$ cat config.mk
export PLATFORM = sky130hd
export DESIGN_NAME = uart_fifo_ctrl_flat
export DESIGN_NICKNAME = d
export VERILOG_FILES = /design/src/rtl/uart_fifo_pkg.sv /design/src/rtl/uart_fifo_ctrl_if.sv /design/src/rtl/uart_fifo_ctrl_sync_fifo.sv /design/src/rtl/uart_fifo_ctrl.sv /design/src/flat_wrapper.sv
export SDC_FILE = /design/constraint.sdc
export NUM_CORES = 1
export LEC_CHECK = 0
export ABC_AREA = 0
export CORE_AREA = 2 2 163 197
export CTS_CLUSTER_DIAMETER = 40
export CTS_CLUSTER_SIZE = 30
export DETAILED_ROUTE_END_ITERATION = 10
export DIE_AREA = 0 0 165 199
export GPL_ROUTABILITY_DRIVEN = 1
export SLEW_MARGIN = 25
export SYNTH_ARGS = -nofsm -noshare
export SYNTH_HDL_FRONTEND = slang
export SYNTH_SLANG_ARGS = --single-unit
$ cat constraint.sdc
create_clock -name clk -period 2.8 [get_ports clk]
set_clock_uncertainty 0.05 [all_clocks]
set_input_delay 0.42 -clock clk [delete_from_list [all_inputs] [get_ports clk]]
set_output_delay 0.42 -clock clk [all_outputs]
set_load 0.05 [all_outputs]
$ cat src/rtl/uart_fifo_pkg.sv
// uart_fifo_pkg: shared types and constants for the buart FIFO controller.
package uart_fifo_pkg;
  localparam int BYTE_W = 8;
  localparam int ERR_TXOVF = 0;
  localparam int ERR_RXOVR = 1;
  typedef enum logic [1:0] {IDLE = 2'd0, LAUNCH = 2'd1, HOLD = 2'd2, DRAIN = 2'd3} tx_state_t;
  function automatic logic [15:0] sat_inc(input logic [15:0] v);
    return &v ? v : v + 16'd1;
  endfunction
endpackage

$ cat src/rtl/uart_fifo_ctrl_if.sv
// uart_fifo_ctrl_if: handshake bundle between the FIFO controller (master) and buart (slave).
interface uart_fifo_ctrl_if import uart_fifo_pkg::*; ();
  logic u_wr;
  logic [BYTE_W-1:0] u_tx_data;
  logic u_busy;
  logic u_rd;
  logic u_valid;
  logic [BYTE_W-1:0] u_rx_data;
  modport master (output u_wr, u_tx_data, u_rd, input u_busy, u_valid, u_rx_data);
  modport slave (input u_wr, u_tx_data, u_rd, output u_busy, u_valid, u_rx_data);
endinterface

$ cat src/rtl/uart_fifo_ctrl_sync_fifo.sv
// sync_fifo: first-word-fall-through FIFO; push is judged on pre-pop fullness.
module sync_fifo #(
  parameter int DEPTH_LOG2 = 4,
  parameter int WIDTH = 8
) (
  input  logic clk,
  input  logic resetq,
  input  logic push,
  input  logic pop,
  input  logic [WIDTH-1:0] din,
  output logic [WIDTH-1:0] dout,
  output logic full,
  output logic empty,
  output logic [DEPTH_LOG2:0] level
);
  logic [WIDTH-1:0] mem [2**DEPTH_LOG2];
  logic [DEPTH_LOG2:0] wr_ptr, rd_ptr;
  logic do_push, do_pop;
  assign full = (wr_ptr[DEPTH_LOG2] != rd_ptr[DEPTH_LOG2]) &&
                (wr_ptr[DEPTH_LOG2-1:0] == rd_ptr[DEPTH_LOG2-1:0]);
  assign empty = wr_ptr == rd_ptr;
  assign level = wr_ptr - rd_ptr;
  assign do_push = push && !full;
  assign do_pop = pop && !empty;
  // Empty reads as zero so the CPU never sees stale storage.
  assign dout = empty ? '0 : mem[rd_ptr[DEPTH_LOG2-1:0]];
  always_ff @(posedge clk or negedge resetq)
    if (!resetq) begin
      wr_ptr <= '0;
      rd_ptr <= '0;
    end else begin
      wr_ptr <= wr_ptr + (DEPTH_LOG2+1)'(do_push);
      rd_ptr <= rd_ptr + (DEPTH_LOG2+1)'(do_pop);
    end
  always_ff @(posedge clk)
    if (do_push) mem[wr_ptr[DEPTH_LOG2-1:0]] <= din;
endmodule

$ cat src/rtl/uart_fifo_ctrl.sv
// uart_fifo_ctrl: TX/RX FIFOs sequencing buart for the j1 IO bus.
// Optional byte counters enabled by defining UART_FIFO_CNT_EN.
module uart_fifo_ctrl import uart_fifo_pkg::*; #(
  parameter int DEPTH_LOG2 = 4
) (
  input  logic clk,
  input  logic resetq,
  input  logic tx_wr,
  input  logic [BYTE_W-1:0] tx_data,
  output logic tx_full,
  output logic tx_empty,
  output logic [DEPTH_LOG2:0] tx_level,
  input  logic rx_rd,
  output logic [BYTE_W-1:0] rx_data,
  output logic rx_avail,
  output logic [DEPTH_LOG2:0] rx_level,
  output logic [1:0] err,
  input  logic err_clr,
`ifdef UART_FIFO_CNT_EN
  output logic [15:0] tx_count,
  output logic [15:0] rx_count,
`endif
  uart_fifo_ctrl_if.master bus
);
  tx_state_t state;
  logic tx_fifo_empty, tx_pop;
  logic [BYTE_W-1:0] tx_head;
  logic rx_fifo_full, rx_fifo_empty, rx_hold, rx_capture;
  logic [BYTE_W-1:0] rx_byte;
  assign tx_pop = state == IDLE && !tx_fifo_empty && !bus.u_busy;
  assign tx_empty = tx_fifo_empty && state == IDLE;
  assign rx_avail = !rx_fifo_empty;
  // u_rd itself also blocks capture so valid held through the ack is taken once.
  assign rx_capture = bus.u_valid && !bus.u_rd && !rx_hold;
  sync_fifo #(.DEPTH_LOG2(DEPTH_LOG2), .WIDTH(BYTE_W)) tx_fifo (
    .clk(clk), .resetq(resetq), .push(tx_wr), .pop(tx_pop), .din(tx_data),
    .dout(tx_head), .full(tx_full), .empty(tx_fifo_empty), .level(tx_level)
  );
  sync_fifo #(.DEPTH_LOG2(DEPTH_LOG2), .WIDTH(BYTE_W)) rx_fifo (
    .clk(clk), .resetq(resetq), .push(bus.u_rd), .pop(rx_rd), .din(rx_byte),
    .dout(rx_data), .full(rx_fifo_full), .empty(rx_fifo_empty), .level(rx_level)
  );
  always_ff @(posedge clk or negedge resetq)
    if (!resetq) begin
      state <= IDLE;
      bus.u_wr <= 1'b0;
      bus.u_tx_data <= '0;
    end else begin
      bus.u_wr <= tx_pop;
      if (tx_pop) bus.u_tx_data <= tx_head;
      state <= state == IDLE   ? (tx_pop ? LAUNCH : IDLE) :
               state == LAUNCH ? HOLD :
               state == HOLD   ? DRAIN :
               (bus.u_busy ? DRAIN : IDLE);
    end
  always_ff @(posedge clk or negedge resetq)
    if (!resetq) begin
      bus.u_rd <= 1'b0;
      rx_hold <= 1'b0;
      rx_byte <= '0;
    end else begin
      bus.u_rd <= rx_capture;
      rx_hold <= bus.u_rd;
      if (rx_capture) rx_byte <= bus.u_rx_data;
    end
  always_ff @(posedge clk or negedge resetq)
    if (!resetq) err <= 2'b00;
    else begin
      err[ERR_TXOVF] <= (err[ERR_TXOVF] && !err_clr) || (tx_wr && tx_full);
      err[ERR_RXOVR] <= (err[ERR_RXOVR] && !err_clr) || (bus.u_rd && rx_fifo_full);
    end
`ifdef UART_FIFO_CNT_EN
  always_ff @(posedge clk or negedge resetq)
    if (!resetq) begin
      tx_count <= '0;
      rx_count <= '0;
    end else begin
      tx_count <= err_clr ? '0 : tx_pop ? sat_inc(tx_count) : tx_count;
      rx_count <= err_clr ? '0 : (bus.u_rd && !rx_fifo_full) ? sat_inc(rx_count) : rx_count;
    end
`endif
endmodule

$ cat src/flat_wrapper.sv
// flat-port wrapper written by rule: the top's interface ports become plain ports
module uart_fifo_ctrl_flat import uart_fifo_pkg::*;
#(
  parameter int DEPTH_LOG2 = 4
)
  (clk, resetq, tx_wr, tx_data, tx_full, tx_empty, tx_level, rx_rd, rx_data, rx_avail, rx_level, err, err_clr, bus_u_wr, bus_u_tx_data, bus_u_rd, bus_u_busy, bus_u_valid, bus_u_rx_data);
  uart_fifo_ctrl_if bus_i ();
  input  logic clk;
  input  logic resetq;
  input  logic tx_wr;
  input  logic [BYTE_W-1:0] tx_data;
  output logic tx_full;
  output logic tx_empty;
  output logic [DEPTH_LOG2:0] tx_level;
  input  logic rx_rd;
  output logic [BYTE_W-1:0] rx_data;
  output logic rx_avail;
  output logic [DEPTH_LOG2:0] rx_level;
  output logic [1:0] err;
  input  logic err_clr;
  output wire logic [$bits(bus_i.u_wr)-1:0] bus_u_wr;
  output wire logic [$bits(bus_i.u_tx_data)-1:0] bus_u_tx_data;
  output wire logic [$bits(bus_i.u_rd)-1:0] bus_u_rd;
  input wire logic [$bits(bus_i.u_busy)-1:0] bus_u_busy;
  input wire logic [$bits(bus_i.u_valid)-1:0] bus_u_valid;
  input wire logic [$bits(bus_i.u_rx_data)-1:0] bus_u_rx_data;
  assign bus_u_wr = bus_i.u_wr;
  assign bus_u_tx_data = bus_i.u_tx_data;
  assign bus_u_rd = bus_i.u_rd;
  assign bus_i.u_busy = bus_u_busy;
  assign bus_i.u_valid = bus_u_valid;
  assign bus_i.u_rx_data = bus_u_rx_data;
  uart_fifo_ctrl #(.DEPTH_LOG2(DEPTH_LOG2)) u_core (.clk(clk), .resetq(resetq), .tx_wr(tx_wr), .tx_data(tx_data), .tx_full(tx_full), .tx_empty(tx_empty), .tx_level(tx_level), .rx_rd(rx_rd), .rx_data(rx_data), .rx_avail(rx_avail), .rx_level(rx_level), .err(err), .err_clr(err_clr), .bus(bus_i));
endmodule
==> impl_metrics.env <==
export IMPL_antenna_found_initial=1
export IMPL_yosysWarnings=0
export IMPL_slew_headroom_pct=53.8
export IMPL_clock_tree_root_cell="clkbuf_16"
export IMPL_ys_ff_latch=299
export IMPL_avgViaCountPerCell=5.15
export IMPL_ys_seq_area_share_pct=73.3
export IMPL_min_period_ns=2.76
export IMPL_startpoint_type="register"
export IMPL_grt_use_total_pct=16.0
export IMPL_synth_most_common_cell="edfxtp_1"
export IMPL_hpwlAfterDp_um=16900
export IMPL_cp_depth=5
export IMPL_drt_total_wl_um=25200
export IMPL_syn_num_nets=703
export IMPL_clk_pin_slew_ns=0.06
export IMPL_drt_iter0_markers=507
export IMPL_max_cap_viol_count=0
export IMPL_final_nets=834
export IMPL_ir_worst_vdd_mv=1.89
export IMPL_synth_area_leaders="edfxtp_1, dfrtp_1, mux4_2"
export IMPL_core_sq_um=31000
export IMPL_synthFlopType="edfxtp_1"
export IMPL_wl_per_cell_um=20.6
export IMPL_grt_pass1_vias=6659
export IMPL_synth_top_cell_by_area="edfxtp_1"
export IMPL_firstDrtPassIters=4
export IMPL_clock_sinks=299
export IMPL_drc=0
export IMPL_cpPeakStageDelay_ns=0.58
export IMPL_tritoncts="yes"
export IMPL_maxSlewViolCount=0
export IMPL_rrSetupSlack_ns=0.29
export IMPL_crit_buf_inv=2
export IMPL_fmax_ghz=0.363
export IMPL_grt_overflow_total=0
export IMPL_initial_core_util_pct=38.6
export IMPL_place_congestion=0.840
export IMPL_hp_class="input port to asynchronous set/reset pin"
export IMPL_rsz0062_at_grt="true"
export IMPL_insertion_delay_ns=0.51
export IMPL_die_area_sq_um=32800
export IMPL_cpMaxStageDelayCell="mux4_2"
export IMPL_powerDensity_nw_per_um2=1250
export IMPL_ant_nets=0
export IMPL_io_pins=56
export IMPL_worstMarginPinSlew_ns=0.693
export IMPL_synth_common_cells="edfxtp_1, mux2i_1, dfrtp_1, nor2_1, mux4_2"
export IMPL_path_cells="buf_4, mux4_2, mux2i_4, o22ai_4, buf_12"
export IMPL_avgSynthCellArea_sq_um=18.1
export IMPL_period_share_pct=98.5
export IMPL_synth_top_area_share_pct=64.3
export IMPL_hold_viol=0
export IMPL_drive_gt1_share_pct=30.7
export IMPL_vias=6295
export IMPL_whs_ns=0.308
export IMPL_cts_max_level=2
export IMPL_endpoint_kind="output port"
export IMPL_synth_cells=662
export IMPL_worstSetupPathType="register to output port"
export IMPL_postSynth_asyncResetShare_pct=14.4
export IMPL_syn_area_sq_um=12000
export IMPL_die_w_um=165
export IMPL_p_total_mw=19.0
export IMPL_ctsLongestPathBuffers=3
export IMPL_p_leak_nw=5.30
export IMPL_finalSetupViolCount=0
export IMPL_synth_edf_count=256
export IMPL_port_buffers=55
export IMPL_grt_max_degree=49
export IMPL_reg2reg_depth=6
export IMPL_cp_max_fo=7
export IMPL_synth_distinct_cells=44
export IMPL_cp_top_family="multiplexers"
export IMPL_areaGrowthSynthToFinish_pct=27.0
export IMPL_cp_required_ns=2.33
export IMPL_cts_buffers=37
export IMPL_die_height_um=199
export IMPL_worstPathArrival_ns=2.29
export IMPL_antenna_cells=0
export IMPL_grt_first_pass_wirelength_um=39200
export IMPL_placementRows=71
export IMPL_status="completed"
stage by stage:
step / setup TNS [ns] / setup slack, ns / std cells / utilization, % / area (sq um)
final: 0 / 0.0434 / 1223 / 49.0 / 15200
after global routing: -0.145 / -0.0256 / 1223 / 49.0 / 15200
after CTS: 0 / 0.000856 / 1214 / 48.5 / 15000
after detailed placement: 0 / 0.246 / 1137 / 43.7 / 13500
after global placement: 0 / 0.362 / 1137 / 43.7 / 13500
after floorplan: -2.48 / -0.0770 / 662 / - / 12100
registers in the layout, indices dropped and copies added (netlist names), 2 cells and up:
signal and flops:
u_core.tx_fifo.wr_ptr 5, u_core.tx_fifo.mem 128, u_core.state 2, u_core.rx_fifo.mem 128
u_core.rx_fifo.rd_ptr 5, u_core.tx_fifo.rd_ptr 5, u_core.err 2, u_core.rx_fifo.wr_ptr 5
u_core.bus.u_tx_data 8, u_core.rx_byte 8
path summary, 6_finish.rpt:
check	to	start
worst max-delay path	rx_data[5]	u_core.rx_fifo.rd_ptr[0]
worst min-delay path	u_core.state[1]	resetq
worst max register to register	u_core.rx_fifo.mem[1][0]	u_core.rx_fifo.wr_ptr[3]
worst min register to register	u_core.rx_fifo.wr_ptr[4]	u_core.rx_fifo.wr_ptr[4]
max in group asynchronous	u_core.rx_fifo.rd_ptr[2]	resetq
min in group clk	u_core.rx_byte[3]	bus_u_rx_data[3]
final cells by class:
class	instances	area (sq um)
Clock buffer	42	987
Clock inverter	26	216
Fill cell	2498	15800
Inverter	20	75.1
Multi-Input combinational cell	313	3340
Sequential cell	299	8770
Tap cell	401	502
Timing Repair Buffer	122	1300
worst register-to-register path, stage by stage (launching register included):
cell and delay, ns:
dfrtp_2 0.46, ha_1 0.36, and4_1 0.26, a21boi_1 0.37, nand3_1 0.26, nor3_1 0.23, buf_4 0.23
metal layers:
metal	global-route usage [%]	share of wire, %	wire length, um	vias to the layer above
met5	0	0.052	13	-
met4	5.76	2.7	681	2
met3	2.81	5.1	1270	48
met2	28.5	53	13400	167
met1	19.4	39	9830	3195
li1	-	-	-	2883
repair_timing:
action,CTS,global route
endpoints found under the setup margin,10,10
gates cloned,1,0
hold endpoints to repair,14,0
setup buffers,7,10
hold buffers,1,0
resized for setup,37,15
pin swaps,3,3
report_power, final:
part           leakage (nW)  switching [mW]  internal (mW)
logic                  1.89            4.49           3.99
clock network         0.590            1.91           2.62
registers              2.82           0.466           5.51
cells by family after synthesis:
family                   share of synthesized area, %
AO/OA/AOI/OAI                                    3.72
XOR/XNOR                                         1.60
adder cells (fa/ha/maj)                          2.01
buffers and inverters                            1.90
flip-flops                                       73.3
multiplexers                                     13.1
AND/OR/NAND/NOR                                  4.40
layout by cell type, fill, tap and decap left out, types with 7 or more instances in the layout:
cell type / n
nor2_1: 43
ha_1: 14
clkdlybuf4s50_1: 34
mux2i_4: 15
clkbuf_16: 39
nor2b_1: 9
inv_6: 8
buf_4: 64
o22ai_4: 8
mux2i_1: 32
edfxtp_1: 256
buf_12: 19
nand3_1: 13
inv_1: 17
xnor2_1: 15
o22ai_1: 24
or3_1: 12
mux4_2: 40
dfrtp_1: 38
a211oi_1: 8
nor3_1: 8
mux2_2: 16
a31oi_1: 7
No activity file was read; power rests on OpenSTA's default activity.
